--- config.mk ---
export PLATFORM = sky130hd
export DESIGN_NAME = factorial_requester
export DESIGN_NICKNAME = d
export VERILOG_FILES = /design/src/rtl/factorial_pkg.sv /design/src/rtl/factorial_req_fifo.sv /design/src/rtl/factorial_requester.sv
export SDC_FILE = /design/constraint.sdc
export NUM_CORES = 1
export LEC_CHECK = 0
export BUFFER_PORTS_ARGS = -buffer_cell sky130_fd_sc_hd__buf_2
export CAP_MARGIN = 20
export CORE_ASPECT_RATIO = 0.9
export CORE_MARGIN = 4
export CORE_UTILIZATION = 30
export DETAILED_ROUTE_END_ITERATION = 7
export PLACE_DENSITY = 0.46
export SYNTH_ARGS = -nofsm -noshare
export SYNTH_HDL_FRONTEND = slang
export SYNTH_SLANG_ARGS = --single-unit
--- constraint.sdc ---
create_clock -name clk -period 6.6 [get_ports clk]
set_input_delay 1.65 -clock clk [delete_from_list [all_inputs] [get_ports clk]]
set_output_delay 1.65 -clock clk [all_outputs]
set_load 0.005 [all_outputs]
--- src/rtl/factorial_pkg.sv ---
// factorial_pkg: shared definitions for the factorial requester slice.
//   IN_DATA_WD_DFLT / OUT_DATA_WD_DFLT : default operand / result widths
//   req_state_t                        : requester FSM state encoding
//   fact_expected(n, wd)               : n! truncated to wd bits (wd <= 64),
//                                        returned zero-extended to 64 bits
package factorial_pkg;

  localparam int unsigned IN_DATA_WD_DFLT  = 3;
  localparam int unsigned OUT_DATA_WD_DFLT = 16;

  // Largest operand the reference function will expand.
  localparam int unsigned FACT_MAX_N = 255;

  typedef enum logic [1:0] {
    IDLE  = 2'd0,
    ISSUE = 2'd1,
    WAIT  = 2'd2
  } req_state_t;

  // Constant loop bound so the function also elaborates cleanly when called
  // with a non-constant operand; in the RTL it is only used to build a LUT.
  function automatic logic [63:0] fact_expected(input int unsigned n,
                                                input int unsigned wd);
    logic [63:0] acc;
    acc = 64'd1;
    for (int unsigned i = 2; i <= FACT_MAX_N; i++) begin
      if (i <= n) acc = acc * 64'(i);
    end
    if (wd < 64) acc = acc & ((64'd1 << wd) - 64'd1);
    return acc;
  endfunction

endpackage

--- src/rtl/factorial_req_fifo.sv ---
// factorial_req_fifo: synchronous request FIFO with first-word-fall-through
// head. Full/empty are registered from the next occupancy count.
//   clk, rst        : clock, synchronous active-high reset
//   push, wr_data   : write strobe / data (ignored while full)
//   pop             : consume head (ignored while empty)
//   head            : oldest entry, valid whenever empty = 0
//   full, empty     : occupancy flags
//   count           : number of stored entries
module factorial_req_fifo
  import factorial_pkg::*;
#(
  parameter int unsigned WIDTH = IN_DATA_WD_DFLT,
  parameter int unsigned DEPTH = 4
) (
  input  logic                     clk,
  input  logic                     rst,
  input  logic                     push,
  input  logic [WIDTH-1:0]         wr_data,
  input  logic                     pop,
  output logic [WIDTH-1:0]         head,
  output logic                     full,
  output logic                     empty,
  output logic [$clog2(DEPTH):0]   count
);

  localparam int unsigned AW        = $clog2(DEPTH);
  localparam logic [AW:0] DEPTH_CNT = (AW+1)'(DEPTH);

  logic [WIDTH-1:0] mem_q [DEPTH];
  logic [AW-1:0]    wr_ptr_q, wr_ptr_d;
  logic [AW-1:0]    rd_ptr_q, rd_ptr_d;
  logic [AW:0]      count_q, count_d;
  logic             full_q, full_d;
  logic             empty_q, empty_d;
  logic             do_push, do_pop;

  always_comb begin
    do_push  = push && !full_q;
    do_pop   = pop && !empty_q;
    wr_ptr_d = wr_ptr_q;
    rd_ptr_d = rd_ptr_q;
    count_d  = count_q;
    // Pointers wrap naturally because DEPTH is a power of two.
    if (do_push) wr_ptr_d = wr_ptr_q + AW'(1);
    if (do_pop)  rd_ptr_d = rd_ptr_q + AW'(1);
    case ({do_push, do_pop})
      2'b10:   count_d = count_q + (AW+1)'(1);
      2'b01:   count_d = count_q - (AW+1)'(1);
      default: count_d = count_q;
    endcase
    full_d  = (count_d == DEPTH_CNT);
    empty_d = (count_d == '0);
  end

  always_ff @(posedge clk) begin
    if (rst) begin
      wr_ptr_q <= '0;
      rd_ptr_q <= '0;
      count_q  <= '0;
      full_q   <= 1'b0;
      empty_q  <= 1'b1;
    end else begin
      wr_ptr_q <= wr_ptr_d;
      rd_ptr_q <= rd_ptr_d;
      count_q  <= count_d;
      full_q   <= full_d;
      empty_q  <= empty_d;
    end
  end

  // Storage needs no reset: entries are only read behind the count.
  always_ff @(posedge clk) begin
    if (do_push) mem_q[wr_ptr_q] <= wr_data;
  end

  assign head  = mem_q[rd_ptr_q];
  assign full  = full_q;
  assign empty = empty_q;
  assign count = count_q;

endmodule

--- src/rtl/factorial_requester.sv ---
// factorial_requester: initiator side of the factorial engine handshake.
// Queues operand requests, issues them one at a time, checks each result
// against n! (mod 2^OUT_DATA_WD) and reports a response plus counters.
//   clk, resetn                    : clock, synchronous reset (active high)
//   req_data/req_valid/req_ready   : upstream request push interface
//   fac_in_data/fac_in_valid       : issue to engine (one-cycle strobe)
//   fac_out_data/fac_out_valid     : engine result strobe
//   fac_out_busy                   : engine busy, holds off issue
//   rsp_operand/rsp_data/rsp_valid : per-request response (one-cycle strobe)
//   rsp_ok/rsp_timeout             : result matched / request timed out
//   done_count/err_count           : saturating response / error counters
//   idle                           : FSM idle and FIFO empty
module factorial_requester
  import factorial_pkg::*;
#(
  parameter int unsigned IN_DATA_WD     = IN_DATA_WD_DFLT,
  parameter int unsigned OUT_DATA_WD    = OUT_DATA_WD_DFLT,
  parameter int unsigned FIFO_DEPTH     = 4,
  parameter int unsigned TIMEOUT_CYCLES = 64
) (
  input  logic                   clk,
  input  logic                   resetn,
  input  logic [IN_DATA_WD-1:0]  req_data,
  input  logic                   req_valid,
  output logic                   req_ready,
  output logic [IN_DATA_WD-1:0]  fac_in_data,
  output logic                   fac_in_valid,
  input  logic [OUT_DATA_WD-1:0] fac_out_data,
  input  logic                   fac_out_valid,
  input  logic                   fac_out_busy,
  output logic [IN_DATA_WD-1:0]  rsp_operand,
  output logic [OUT_DATA_WD-1:0] rsp_data,
  output logic                   rsp_valid,
  output logic                   rsp_ok,
  output logic                   rsp_timeout,
  output logic [15:0]            done_count,
  output logic [15:0]            err_count,
  output logic                   idle
);

  localparam int unsigned TW       = (TIMEOUT_CYCLES > 1) ? $clog2(TIMEOUT_CYCLES) : 1;
  localparam logic [TW-1:0] TMO_LAST = TW'(TIMEOUT_CYCLES - 1);
  localparam int unsigned NUM_OPS  = 2 ** IN_DATA_WD;

  // Request FIFO
  logic                       fifo_push;
  logic                       fifo_pop;
  logic [IN_DATA_WD-1:0]      fifo_head;
  logic                       fifo_full;
  logic                       fifo_empty;
  logic [$clog2(FIFO_DEPTH):0] fifo_count;

  assign fifo_push = req_valid && req_ready;

  factorial_req_fifo #(
    .WIDTH (IN_DATA_WD),
    .DEPTH (FIFO_DEPTH)
  ) u_fifo (
    .clk     (clk),
    .rst     (resetn),
    .push    (fifo_push),
    .wr_data (req_data),
    .pop     (fifo_pop),
    .head    (fifo_head),
    .full    (fifo_full),
    .empty   (fifo_empty),
    .count   (fifo_count)
  );

  // Expected results folded to constants at elaboration.
  logic [63:0] exp_lut [NUM_OPS];
  for (genvar k = 0; k < NUM_OPS; k++) begin : g_exp_lut
    assign exp_lut[k] = fact_expected(k, OUT_DATA_WD);
  end

  // State and registered outputs
  req_state_t             state_q, state_d;
  logic                   fiv_q, fiv_d;
  logic [IN_DATA_WD-1:0]  fin_data_q, fin_data_d;
  logic [IN_DATA_WD-1:0]  op_q, op_d;
  logic [TW-1:0]          tmo_q, tmo_d;
  logic                   rsp_valid_q, rsp_valid_d;
  logic                   rsp_ok_q, rsp_ok_d;
  logic                   rsp_timeout_q, rsp_timeout_d;
  logic [OUT_DATA_WD-1:0] rsp_data_q, rsp_data_d;
  logic [IN_DATA_WD-1:0]  rsp_operand_q, rsp_operand_d;
  logic [15:0]            done_q, done_d;
  logic [15:0]            err_q, err_d;

  always_comb begin
    state_d       = state_q;
    fiv_d         = 1'b0;
    fin_data_d    = fin_data_q;
    op_d          = op_q;
    tmo_d         = tmo_q;
    rsp_valid_d   = 1'b0;
    rsp_ok_d      = rsp_ok_q;
    rsp_timeout_d = rsp_timeout_q;
    rsp_data_d    = rsp_data_q;
    rsp_operand_d = rsp_operand_q;
    done_d        = done_q;
    err_d         = err_q;
    fifo_pop      = 1'b0;

    case (state_q)
      IDLE: begin
        if (!fifo_empty && !fac_out_busy) begin
          state_d    = ISSUE;
          fiv_d      = 1'b1;
          fin_data_d = fifo_head;
          tmo_d      = '0;
        end
      end
      ISSUE: begin
        // Counter runs from the issue cycle, so the timeout response lands
        // TIMEOUT_CYCLES cycles after fac_in_valid.
        fifo_pop = 1'b1;
        op_d     = fifo_head;
        tmo_d    = tmo_q + TW'(1);
        state_d  = WAIT;
      end
      WAIT: begin
        if (fac_out_valid) begin
          state_d       = IDLE;
          rsp_valid_d   = 1'b1;
          rsp_data_d    = fac_out_data;
          rsp_ok_d      = (64'(fac_out_data) == exp_lut[op_q]);
          rsp_timeout_d = 1'b0;
          rsp_operand_d = op_q;
        end else if (tmo_q == TMO_LAST) begin
          state_d       = IDLE;
          rsp_valid_d   = 1'b1;
          rsp_data_d    = '0;
          rsp_ok_d      = 1'b0;
          rsp_timeout_d = 1'b1;
          rsp_operand_d = op_q;
        end else begin
          tmo_d = tmo_q + TW'(1);
        end
      end
      default: state_d = IDLE;
    endcase

    if (rsp_valid_d) begin
      if (done_q != 16'hFFFF) done_d = done_q + 16'd1;
      if (!rsp_ok_d && err_q != 16'hFFFF) err_d = err_q + 16'd1;
    end
  end

  always_ff @(posedge clk) begin
    if (resetn) begin
      state_q       <= IDLE;
      fiv_q         <= 1'b0;
      fin_data_q    <= '0;
      op_q          <= '0;
      tmo_q         <= '0;
      rsp_valid_q   <= 1'b0;
      rsp_ok_q      <= 1'b0;
      rsp_timeout_q <= 1'b0;
      rsp_data_q    <= '0;
      rsp_operand_q <= '0;
      done_q        <= '0;
      err_q         <= '0;
    end else begin
      state_q       <= state_d;
      fiv_q         <= fiv_d;
      fin_data_q    <= fin_data_d;
      op_q          <= op_d;
      tmo_q         <= tmo_d;
      rsp_valid_q   <= rsp_valid_d;
      rsp_ok_q      <= rsp_ok_d;
      rsp_timeout_q <= rsp_timeout_d;
      rsp_data_q    <= rsp_data_d;
      rsp_operand_q <= rsp_operand_d;
      done_q        <= done_d;
      err_q         <= err_d;
    end
  end

  assign req_ready    = !fifo_full;
  assign fac_in_valid = fiv_q;
  assign fac_in_data  = fin_data_q;
  assign rsp_valid    = rsp_valid_q;
  assign rsp_ok       = rsp_ok_q;
  assign rsp_timeout  = rsp_timeout_q;
  assign rsp_data     = rsp_data_q;
  assign rsp_operand  = rsp_operand_q;
  assign done_count   = done_q;
  assign err_count    = err_q;
  assign idle         = (state_q == IDLE) && (fifo_count == '0);

endmodule

# After elaboration in Yosys (flattened, before gate mapping)
# Memory sizes are Yosys's and may differ from the RTL's. A register that Yosys moved wholly into a read port is not among the register bits.
# Index checks and enable logic that the tools add are counted.
# classes
addsub,7
order_cmp,1
eq_ne,13
n_mux,29
bitwise,2
n_reduce_logical,22
# op_table
op,count
64-bit two-way mux,2
16-bit by 64-bit equality test with 1-bit output,1
"16-bit by 1-bit adder with 16-bit output, second input constant",2
16-bit two-way mux,2
"16-bit != test, second input constant",2
6-bit two-way mux,3
6-bit one-hot mux with 3 select lines,1
1-bit two-way mux,12
2-bit two-way mux,5
2-bit AND reduction,5
"6-bit by 1-bit adder with 6-bit output, second input constant",1
"6-bit equality test, second input constant",1
1-bit logical AND,6
3-bit logical NOT,2
3-bit two-way mux,2
"2-bit != test, second input constant",3
2-bit one-hot mux with 3 select lines,1
3-bit one-hot mux with 2 select lines,1
"2-bit by 1-bit adder with 2-bit output, second input constant",2
"2-bit by 1-bit equality test with 1-bit output, second input constant",2
"2-bit equality test, second input constant",2
"4-bit greater-or-equal comparator, second input constant",1
1-bit logical NOT,4
3-bit inverter with 4-bit output,1
other kinds (10),10
# totals
regBits,78
mem_bits_rw,12
rom_bits,512
input_bits,24
wordCells,93
memories,2
# memory_table
name,words,word_bits,rd,rd_ports_with_merged_regs,wr,line,rtl
(no name shown),8,64,1,0,0,factorial_requester.sv:127,rsp_ok_d = (64'(fac_out_data) == exp_lut[op_q]);
u_fifo.mem_q,4,3,1,1,1,factorial_req_fifo.sv:29,logic [WIDTH-1:0] mem_q [DEPTH];

# Logic depth before layout (Yosys ltp)
# Gate-level depths: netlist of run 1.
# logic_depth
ltp_word,10
mapped_depth,11
mapped_depth_nobuf,11

# Hierarchy
# Synthesis of run 1 repeated with hierarchy kept, for this count alone.
# unflattened
hier_cells,445
area_unflattened_um2,4171.5
# modules_own_cells
module,n_inst,cells_per_inst,area_per_inst_um2
factorial_requester,1,375,3208.1
factorial_req_fifo,1,70,963.4

# Worst setup path after synthesis of run 1
# OpenSTA, ideal clock, no wires.
# synth_timing
path_type,input to register
from,input fac_out_data[5]
to,"register err_q[5], in the netlist err_count[5]"
arrival_ps,3088
required_time_ps,6479
slack_ps,3391
stages,7
path_buffers,1
path_cell_list,xor2_1 or3_1 a211oi_2 and4bb_4 buf_6 nor3_1 mux2_4
# synth_between
elab_chain_len,6
# synth_rtl
item,line,rtl
start: declaration,factorial_requester.sv:28,"input logic [OUT_DATA_WD-1:0] fac_out_data,"
16-bit by 64-bit equality test with 1-bit output,factorial_requester.sv:127,
1-bit two-way mux,factorial_requester.sv:123,if (fac_out_valid) begin
1-bit two-way mux,factorial_requester.sv:105,case (state_q)
1-bit logical NOT,factorial_requester.sv:146,if (!rsp_ok_d && err_q != 16'hFFFF) err_d = err_q + 16'd1;
1-bit logical AND,factorial_requester.sv:146,
2-bit AND reduction (no line),n/a,
end signal: assignment,factorial_requester.sv:176,err_q <= err_d;
end: declaration,factorial_requester.sv:88,"logic [15:0] err_q, err_d;"
# No other way between the ends.
# A chain may end at the register's enable or synchronous reset.

# Worst setup path after layout of run 1
# layout_timing
from,input fac_out_valid
to,"register err_q[5], in the netlist err_count[5]"
# layout_between
elab_chain_len,5
word_cells_on_any_way,7
cone_classes,4 x mux; 3 x reduce/logical
# layout_rtl
item,line,rtl
start: declaration,factorial_requester.sv:29,"input logic fac_out_valid,"
1-bit two-way mux,factorial_requester.sv:123,
1-bit two-way mux,factorial_requester.sv:105,
1-bit logical NOT,factorial_requester.sv:146,
1-bit logical AND,factorial_requester.sv:146,
2-bit AND reduction (no line) (*),n/a,
# Every way passes the cells marked *; elsewhere a longest branch is shown, timed or not.

==> flow_summary.toml, run 1 <==
[worst_setup_path]
worstPathArrival_ps = 4080
crit_family = "compound AO/OA/AOI/OAI gates"
crit_chain = "buf_2 -> nand2_1 -> o31a_1 -> a41o_1 -> nor3_1 -> mux2_4"
startpoint = "fac_out_valid"
path_depth = 6
r2r-end = "err_count[5]"
critical_path_class = "primary input to flop"
crit_buf_inv = 1
startpoint_type = "primary input"
critical-path-max-stage-delay_ps = 720
crit_slowest_cell = "a41o_1"
crit_path_end_kind = "flop"
regToRegStartpoint = "state_q[0]"
crit_path_max_fanout = 25
required_ps = 6830
reg2reg_depth = 7
endpoint = "err_count[5]"
reg2reg_slack_ps = 3420

[cts]
hold_buffers = 0
cts_tree = "built"
numCtsBuffers = 9
root_buffer = "clkbuf_16"
cts-resized-gates = 0
clk_pin_slew_ps = 70
cts.sinks = 92
cts_max_level = 3
clockBufferDepth = 2
clk_latency_ps = 340
cts.repair_timing.setup_buffer_count = 0

[routing]
wl_met3_um = 520
drtIter0Drc = 160
ant_nets = 0
wl_met1_um = 5210
vias_per_cell = 4.86
vias = 3614
met2WireLength_um = 4660
top_layer_used = "met4"
first_pass_iters = 4
postRouteWirelength_um = 10500
wl_per_cell_um = 14.2
drc_errors = 0

[grt]
grt_max_degree = 40
grt_usage_pct = 13.0
grt_overflow = 0
grt_pass1_wl_um = 17100
antenna_found_initial = 0
grt_pass1_vias = 3457

[timing]
setup_viol = 0
finalHoldViolations = 0
finalSetupTns_ps = 0
slew_headroom_pct = 42.8
max_clock_freq_ghz = 0.260
grt_setup_unrepaired = "no"
worstMarginPinSlew_ps = 856
slew_viol_final = 0
finalCritPeriodShare_pct = 58.2
clock_skew_ps = 6.46
period_needed_ps = 3840

[yosys]
synth_top_area_share_pct = 37.1
synth_top_family_by_area = "simple AND/OR/NAND/NOR gates"
synth_edf_count = 12
synthMuxAreaShare_pct = 5.27
synth_xor_xnor_area_share_pct = 5.88
synth_simple_gate_area_share_pct = 23.8
synth_compound_area_share_pct = 11.1
synth_nets = 511
synth_top_area_cell = "dfxtp_1"
netlist_area_um2 = 4320
seq_area_frac_synth_pct = 45.4
synthCells = 472
synthArstFlopShare_pct = 0
ys_seq_elements = 92
yosysMostFrequentCell = "dfxtp_1"
synth_cell_types = 62
yosys_warnings = 0
ys.flop_type = "dfxtp_1"
syn_area_per_cell_um2 = 9.15
synth_area_leaders = "dfxtp_1, edfxtp_1, nor2_1"
synth-adder-area-share_pct = 4.52
synth_common_cells = "dfxtp_1, nor2_1, nand2_1, nand3_1, a21oi_1"

[floorplan]
row_count = 41
die_y_um = 122
fp.dieW_um = 134
ios = 84
dieArea_um2 = 16400
start_util_pct = 30.7
core_um2 = 14100

[power]
power_density_nw_per_um2 = 236
leakage_nw = 2.00
peakVddDrop_mv = 0.116
finalPower_w = 0.00122

[run]
maxCapViolations = 0

[layout]
fin_nets = 584
drive_gt1_share_pct = 21.1
diodes = 0
area_growth_pct = 19.5

[placement]
place_hpwl_um = 7540
gp_congestion = 0.744
port_buffers = 83

[status]
status = "complete, no violations"

[worst_hold_path]
hold_class = "flop to flop"
[how the worst min path moves through the flow]
stage / start / to / slack (ps) / cells after the start
2_1_floorplan: rsp_ok / rsp_ok / 450 / 2
3_3_place_gp: rsp_ok / rsp_ok / 450 / 2
3_5_place_dp: rsp_ok / rsp_ok / 440 / 2
4_1_cts: rsp_ok / rsp_ok / 460 / 2
6_report: rsp_ok / rsp_ok / 460 / 2
5_1_grt: rsp_data[15] / rsp_data[15] / 490 / 2
[flip-flops by register name, indices dropped and copies added, names as in the netlist, named ones only]
| register | count |
|---|---|
| rsp_operand | 3 |
| rsp_ok | 1 |
| state_q | 2 |
| rsp_valid | 1 |
| rsp_timeout | 1 |
| err_count | 16 |
| u_fifo.rd_ptr_q | 2 |
| u_fifo.full | 1 |
| fac_in_valid | 1 |
| tmo_q | 6 |
| u_fifo.mem_q | 12 |
| fac_in_data | 3 |
| op_q | 3 |
| rsp_data | 16 |
| u_fifo.empty | 1 |
| u_fifo.count | 3 |
| u_fifo.wr_ptr_q | 2 |
| done_count | 16 |
[layout make-up]
| type | count | area [um2] |
|---|---|---|
| clock inverters | 7 | 58.8 |
| clock buffers | 9 | 225 |
| fillers | 1472 | 8890 |
| well taps | 193 | 241 |
| multi-input cells | 341 | 2190 |
| repair buffers | 84 | 423 |
| flip-flops and latches | 92 | 1960 |
| inverters | 17 | 63.8 |
[where the power goes]
group	internal, W	switching (W)
Combinational	0.0000487	0.0000650
Clock	0.000263	0.000239
Sequential	0.000586	0.0000185
Total	0.000897	0.000322
[stage by stage]
stage / utilization [%] / instance area (um2) / instances / setup slack, ps / hold slack (ps)
6_report: 36.7 / 5160 / 743 / 2760 / 458
3_3_place_gp: 34.7 / 4880 / 727 / 2470 / 445
5_1_grt: 36.7 / 5160 / 743 / 2540 / 489
2_1_floorplan: - / 4320 / 472 / 3390 / 448
3_5_place_dp: 34.7 / 4880 / 727 / 2380 / 442
4_1_cts: 36.7 / 5160 / 743 / 2750 / 461
[worst register-to-register path: stages, from the launching register on]
cell and delay [ps]:
dfxtp_1 400, inv_1 80, ha_1 240, nand2_1 480, o31a_1 670, a41o_1 720
nor3_1 150, mux2_4 330
[cells in the final DEF (no fill, tap or decap), types with 7 or more instances in the layout]
master and instances:
nand2_1 40, nor2_1 57, ha_1 14, nand4_1 8, inv_1 16, nor2b_1 7
xor2_1 16, edfxtp_1 12, clkbuf_16 9, a21oi_1 35, and2_1 9, mux2i_1 10
dfxtp_1 80, buf_2 83, o21ai_0 9, nand3_1 40, xnor2_1 13
[per-layer routing]
metal | vias to the layer above | global-route usage (%)
met5 | - | 0
met4 | 0 | 4.20
met3 | 12 | 3.59
met2 | 77 | 20.2
met1 | 1706 | 17.7
li1 | 1819 | -
[logic make-up after synthesis]
group / after synthesis
DFF: 92
buffers and inverters: 39
xor gates and xnor gates: 29
adders and majority gates: 15
AOI/OAI and AO/OA: 76
muxes: 17
and+or+nand+nor: 204
Note: power is estimated with default switching activity, not from simulation.
==> inputs of run 2 (changes only) <==
--- a/config.mk
+++ b/config.mk
@@ -11,7 +11,7 @@
 export CORE_MARGIN = 4
 export CORE_UTILIZATION = 30
 export DETAILED_ROUTE_END_ITERATION = 7
-export PLACE_DENSITY = 0.46
+export PLACE_DENSITY = 0.47
 export SYNTH_ARGS = -nofsm -noshare
 export SYNTH_HDL_FRONTEND = slang
 export SYNTH_SLANG_ARGS = --single-unit
==> constraint.sdc (replaced) <==
create_clock -name clk -period 3.4 [get_ports clk]
set_input_delay 0.85 -clock clk [delete_from_list [all_inputs] [get_ports clk]]
set_output_delay 0.85 -clock clk [all_outputs]
set_load 0.005 [all_outputs]
==> run 2 against run 1 <==
  * Sequential share of layout area shrank 0.35 points
  * Highest routed layer unchanged
  * Core utilization grew 0.34 points
  * Non-clock buffer count grew 6
  * Worst setup slack lost 1800 ps
  * Critical path type is now flop to flop
  * Critical path depth is the same
  * Routed wire length shrank 1.5%
  * Hold slack lost 5.6 ps
  * Sequential power grew 92%
  * Clock power grew 92%
==> flow_summary.toml, run 2 (synthesized netlist as in run 1, its figures left out) <==
[status]
status = "complete, no violations"

[worst_setup_path]
crit_chain = "ha_1 -> nand2_1 -> nor3_2 -> a41o_1 -> nor3_1 -> mux2_4"
crit_slowest_cell = "a41o_1"
startpoint_type = "flop"
required_ps = 3630
regToRegStartpoint = "err_count[0]"
worstPathArrival_ps = 2680
crit_path_max_fanout = 25
crit_buf_inv = 0
critical-path-max-stage-delay_ps = 750
reg2reg_depth = 6
reg2reg_slack_ps = 960
crit_family = "compound AO/OA/AOI/OAI gates"
critical_path_class = "flop to flop"
r2r-end = "err_count[5]"
crit_path_end_kind = "flop"

[floorplan]
core_um2 = 14100
fp.dieW_um = 134
die_y_um = 122
row_count = 41
dieArea_um2 = 16400
ios = 84
start_util_pct = 30.7

[placement]
gp_congestion = 0.781
port_buffers = 83
place_hpwl_um = 7540

[grt]
grt_overflow = 0
grt_pass1_vias = 3366
grt_pass1_wl_um = 17000
grt_max_degree = 46
grt_usage_pct = 13.1
antenna_found_initial = 0

[cts]
hold_buffers = 0
cts_tree = "built"
cts-resized-gates = 0
root_buffer = "clkbuf_16"
cts_max_level = 3
clk_latency_ps = 350
cts.repair_timing.setup_buffer_count = 0
numCtsBuffers = 9
clk_pin_slew_ps = 70
clockBufferDepth = 2
cts.sinks = 92

[timing]
grt_setup_unrepaired = "no"
slew_viol_final = 0
finalSetupTns_ps = 0
setup_viol = 0
worstMarginPinSlew_ps = 843
fin_hold_ws_ps = 453
finalCritPeriodShare_pct = 71.9
slew_headroom_pct = 43.7
clock_skew_ps = 9.98
period_needed_ps = 2440
max_clock_freq_ghz = 0.409
finalHoldViolations = 0

[routing]
vias_per_cell = 4.77
first_pass_iters = 4
drc_errors = 0
vias = 3575
wl_per_cell_um = 13.9
drtIter0Drc = 127
postRouteWirelength_um = 10400
ant_nets = 0

[power]
power_density_nw_per_um2 = 454
leakage_nw = 2.04
peakVddDrop_mv = 0.266

[layout]
area_growth_pct = 20.6
fin_nets = 590
layout_common_cells = "buf_2, dfxtp_1, nor2_1"
final_common_cell = "buf_2"
diodes = 0
drive_gt1_share_pct = 21.9

[worst_hold_path]
min_from = "rsp_timeout"
holdPathStages = 2
hold_class = "flop to flop"
worstHoldEndpoint = "rsp_timeout"

[run]
maxCapViolations = 0
-- run 2: cell types whose count changed in the layout (fill, tap and decap cells not counted) --
cell,before,now
buf_4,1,7
clkbuf_2,0,1
clkbuf_8,0,1
clkinv_2,2,1
inv_8,2,1
-- run 2: how the worst max path moves through the flow --
stage	start	end	slack, ps	cells past startpoint
global placement	fac_out_data[5]	err_count[5]	670	7
global route	state_q[0]	err_count[7]	750	8
CTS	state_q[0]	err_count[7]	940	8
floorplan	fac_out_data[5]	err_count[5]	990	7
detailed placement	fac_out_data[5]	err_count[5]	620	7
finish	err_count[0]	err_count[5]	960	6
-- run 2: power by group --
group	total [W]	switching, W	internal (W)
Sequential	0.00116	0.0000272	0.00114
Combinational	0.000232	0.000134	0.0000984
Clock	0.000966	0.000437	0.000529
-- run 2: per-stage QoR --
stage                     power, W  utilization (%)  setup WS [ps]  instances  area, um2
after floorplan            0.00134                -            991        472       4320
after global placement     0.00142             35.0            674        733       4920
after detailed placement   0.00143             35.0            618        733       4920
after CTS                  0.00241             37.1            935        749       5210
after global routing       0.00249             37.1            747        749       5210
final                      0.00236             37.1            956        749       5210
-- run 2: area by class of cell --
cell class	instances	area (um2)
repair buffers	90	468
fillers	1492	8850
well taps	193	241
clock buffers	11	244
clock inverters	5	42.5
flip-flops and latches	92	1960
multi-input cells	341	2190
inverters	17	63.8
-- run 2: metal layers --
layer	vias to the layer above	wire length [um]	track usage, %
met2	84	4640	20.4
met4	0	80	3.05
met5	-	0	0
met1	1650	4990	17.1
met3	8	670	5.33
li1	1833	-	-
-- run 2: worst reg2reg max path, delay by kind of cell, from the launching register on --
kind            cells  cell delay [ps]
compound gates      1              750
fa+ha+maj           1              280
flops               1              430
mux                 1              330
simple gates        3              540
==> inputs of run 3 (changes only) <==
--- a/config.mk
+++ b/config.mk
@@ -11,7 +11,7 @@
 export CORE_MARGIN = 4
 export CORE_UTILIZATION = 30
 export DETAILED_ROUTE_END_ITERATION = 7
-export PLACE_DENSITY = 0.47
+export PLACE_DENSITY = 0.46
 export SYNTH_ARGS = -nofsm -noshare
 export SYNTH_HDL_FRONTEND = slang
 export SYNTH_SLANG_ARGS = --single-unit
==> constraint.sdc (replaced) <==
create_clock -name clk -period 2.27 [get_ports clk]
set_input_delay 0.5675 -clock clk [delete_from_list [all_inputs] [get_ports clk]]
set_output_delay 0.5675 -clock clk [all_outputs]
set_load 0.005 [all_outputs]
==> run 3 against run 2 <==
  * Die area unchanged
  * Cell area up 7.4%
  * Global-route usage rose by 0.73 points
  * First-iteration DRC count grew 32%
  * Final cell count up 5.2%
  * Core utilization increased by 2.7 points
  * Via count is 5.5% higher
  * Critical path depth rose by 1
  * Critical path type unchanged
==> flow_summary.toml, run 3 (synthesized netlist as in run 1, its figures left out) <==
[power]
power_density_nw_per_um2 = 650
leakage_nw = 2.23
peakVddDrop_mv = 0.453

[worst_setup_path]
crit_path_end_kind = "flop"
crit_path_max_fanout = 8
critical_path_class = "flop to flop"
startpoint_type = "flop"
worstPathArrival_ps = 2400
required_ps = 2500

[layout]
fin_area_um2 = 5590
final_common_cell = "buf_2"
diodes = 0
final_cells = 788
drive_gt1_share_pct = 28.9
layout_common_cells = "buf_2, dfxtp_1, nor2_1"
area_growth_pct = 29.5
fin_nets = 629
final_core_util_pct = 39.8

[cts]
clockBufferDepth = 2
hold_buffers = 0
cts.sinks = 92
clk_latency_ps = 350
root_buffer = "clkbuf_16"
clk_pin_slew_ps = 70
numCtsBuffers = 9
cts_tree = "built"
cts_max_level = 3

[routing]
drc_errors = 0
wl_per_cell_um = 14.3
vias_per_cell = 4.79
vias = 3772
drtIter0Drc = 168
ant_nets = 0
first_pass_iters = 4
postRouteWirelength_um = 11200

[timing]
finalHoldViolations = 0
max_clock_freq_ghz = 0.461
clock_skew_ps = 12.3
slew_headroom_pct = 57.7
worstMarginPinSlew_ps = 633
fin_hold_ws_ps = 440
period_needed_ps = 2170
setup_viol = 0
slew_viol_final = 0
finalCritPeriodShare_pct = 95.7

[placement]
gp_congestion = 0.780
port_buffers = 83
dpl_cell_area_um2 = 5190
place_hpwl_um = 8200
dp_cells = 769

[worst_hold_path]
hold_class = "primary input to flop"

[floorplan]
die_y_um = 122
dieArea_um2 = 16400
ios = 84
core_um2 = 14100
fp.dieW_um = 134
row_count = 41
start_util_pct = 30.7

[grt]
grt_max_degree = 27
antenna_found_initial = 0
grt_usage_pct = 13.8
grt_overflow = 0
grt_pass1_wl_um = 18200
grt_pass1_vias = 3705

[run]
maxCapViolations = 0

[status]
status = "complete, no violations"
run 3: critical path, cell delays in order, from the launching register on:
cell	delay, ps
dfxtp_1	340
buf_4	160
xor2_1	150
or3_1	350
a211oi_4	300
and4bb_4	370
nor3_1	90
mux2_4	290
run 3: layer usage:
| layer | share of wire, % | up-vias | wire length (um) | global-route usage [%] |
|---|---|---|---|---|
| li1 | - | 1898 | - | - |
| met1 | 48 | 1781 | 5420 | 18.4 |
| met2 | 45 | 88 | 5120 | 22.0 |
| met3 | 5.6 | 5 | 632 | 4.95 |
| met4 | 0.66 | 0 | 74 | 2.74 |
| met5 | 0 | - | 0 | 0 |
run 3: metrics by stage:
step / setup WS, ps / TNS, ps / power [W]
floorplan: 81.1 / 0 / 0.00201
global placement: -56.2 / -284 / 0.00217
detailed placement: -75.6 / -547 / 0.00218
CTS: 14.0 / 0 / 0.00367
global route: -0.0633 / -0.0633 / 0.00382
finish: 98.5 / 0 / 0.00364
run 3: area by class of cell:
cell class                      count  area [um2]
Sequential cell                    92        1960
Timing Repair Buffer              128         753
Multi-Input combinational cell    342        2280
Clock inverter                      5        41.3
Clock buffer                       11         253
Inverter                           17        63.8
Tap cell                          193         241
Fill cell                        1441        8460
run 3: power by group:
part	switching (W)	internal (W)	total, W
clock	0.000664	0.000812	0.00148
sequential	0.0000438	0.00170	0.00175
combinational	0.000222	0.000191	0.000413
run 3: timing repair:
item                       CTS  global route
setup endpoints to repair    0            18
gates resized for setup      0            20
buffers inserted             0             2
run 3: path summary, 6_finish.rpt:
path	startpoint	endpoint	slack (ps)	depth (start not counted)
setup / recovery	op_q[0]	err_count[5]	100	7
hold / removal	req_data[0]	u_fifo.mem_q[3][0]	440	1
setup reg to reg	op_q[0]	err_count[5]	100	7
hold reg to reg	rsp_timeout	rsp_timeout	450	2
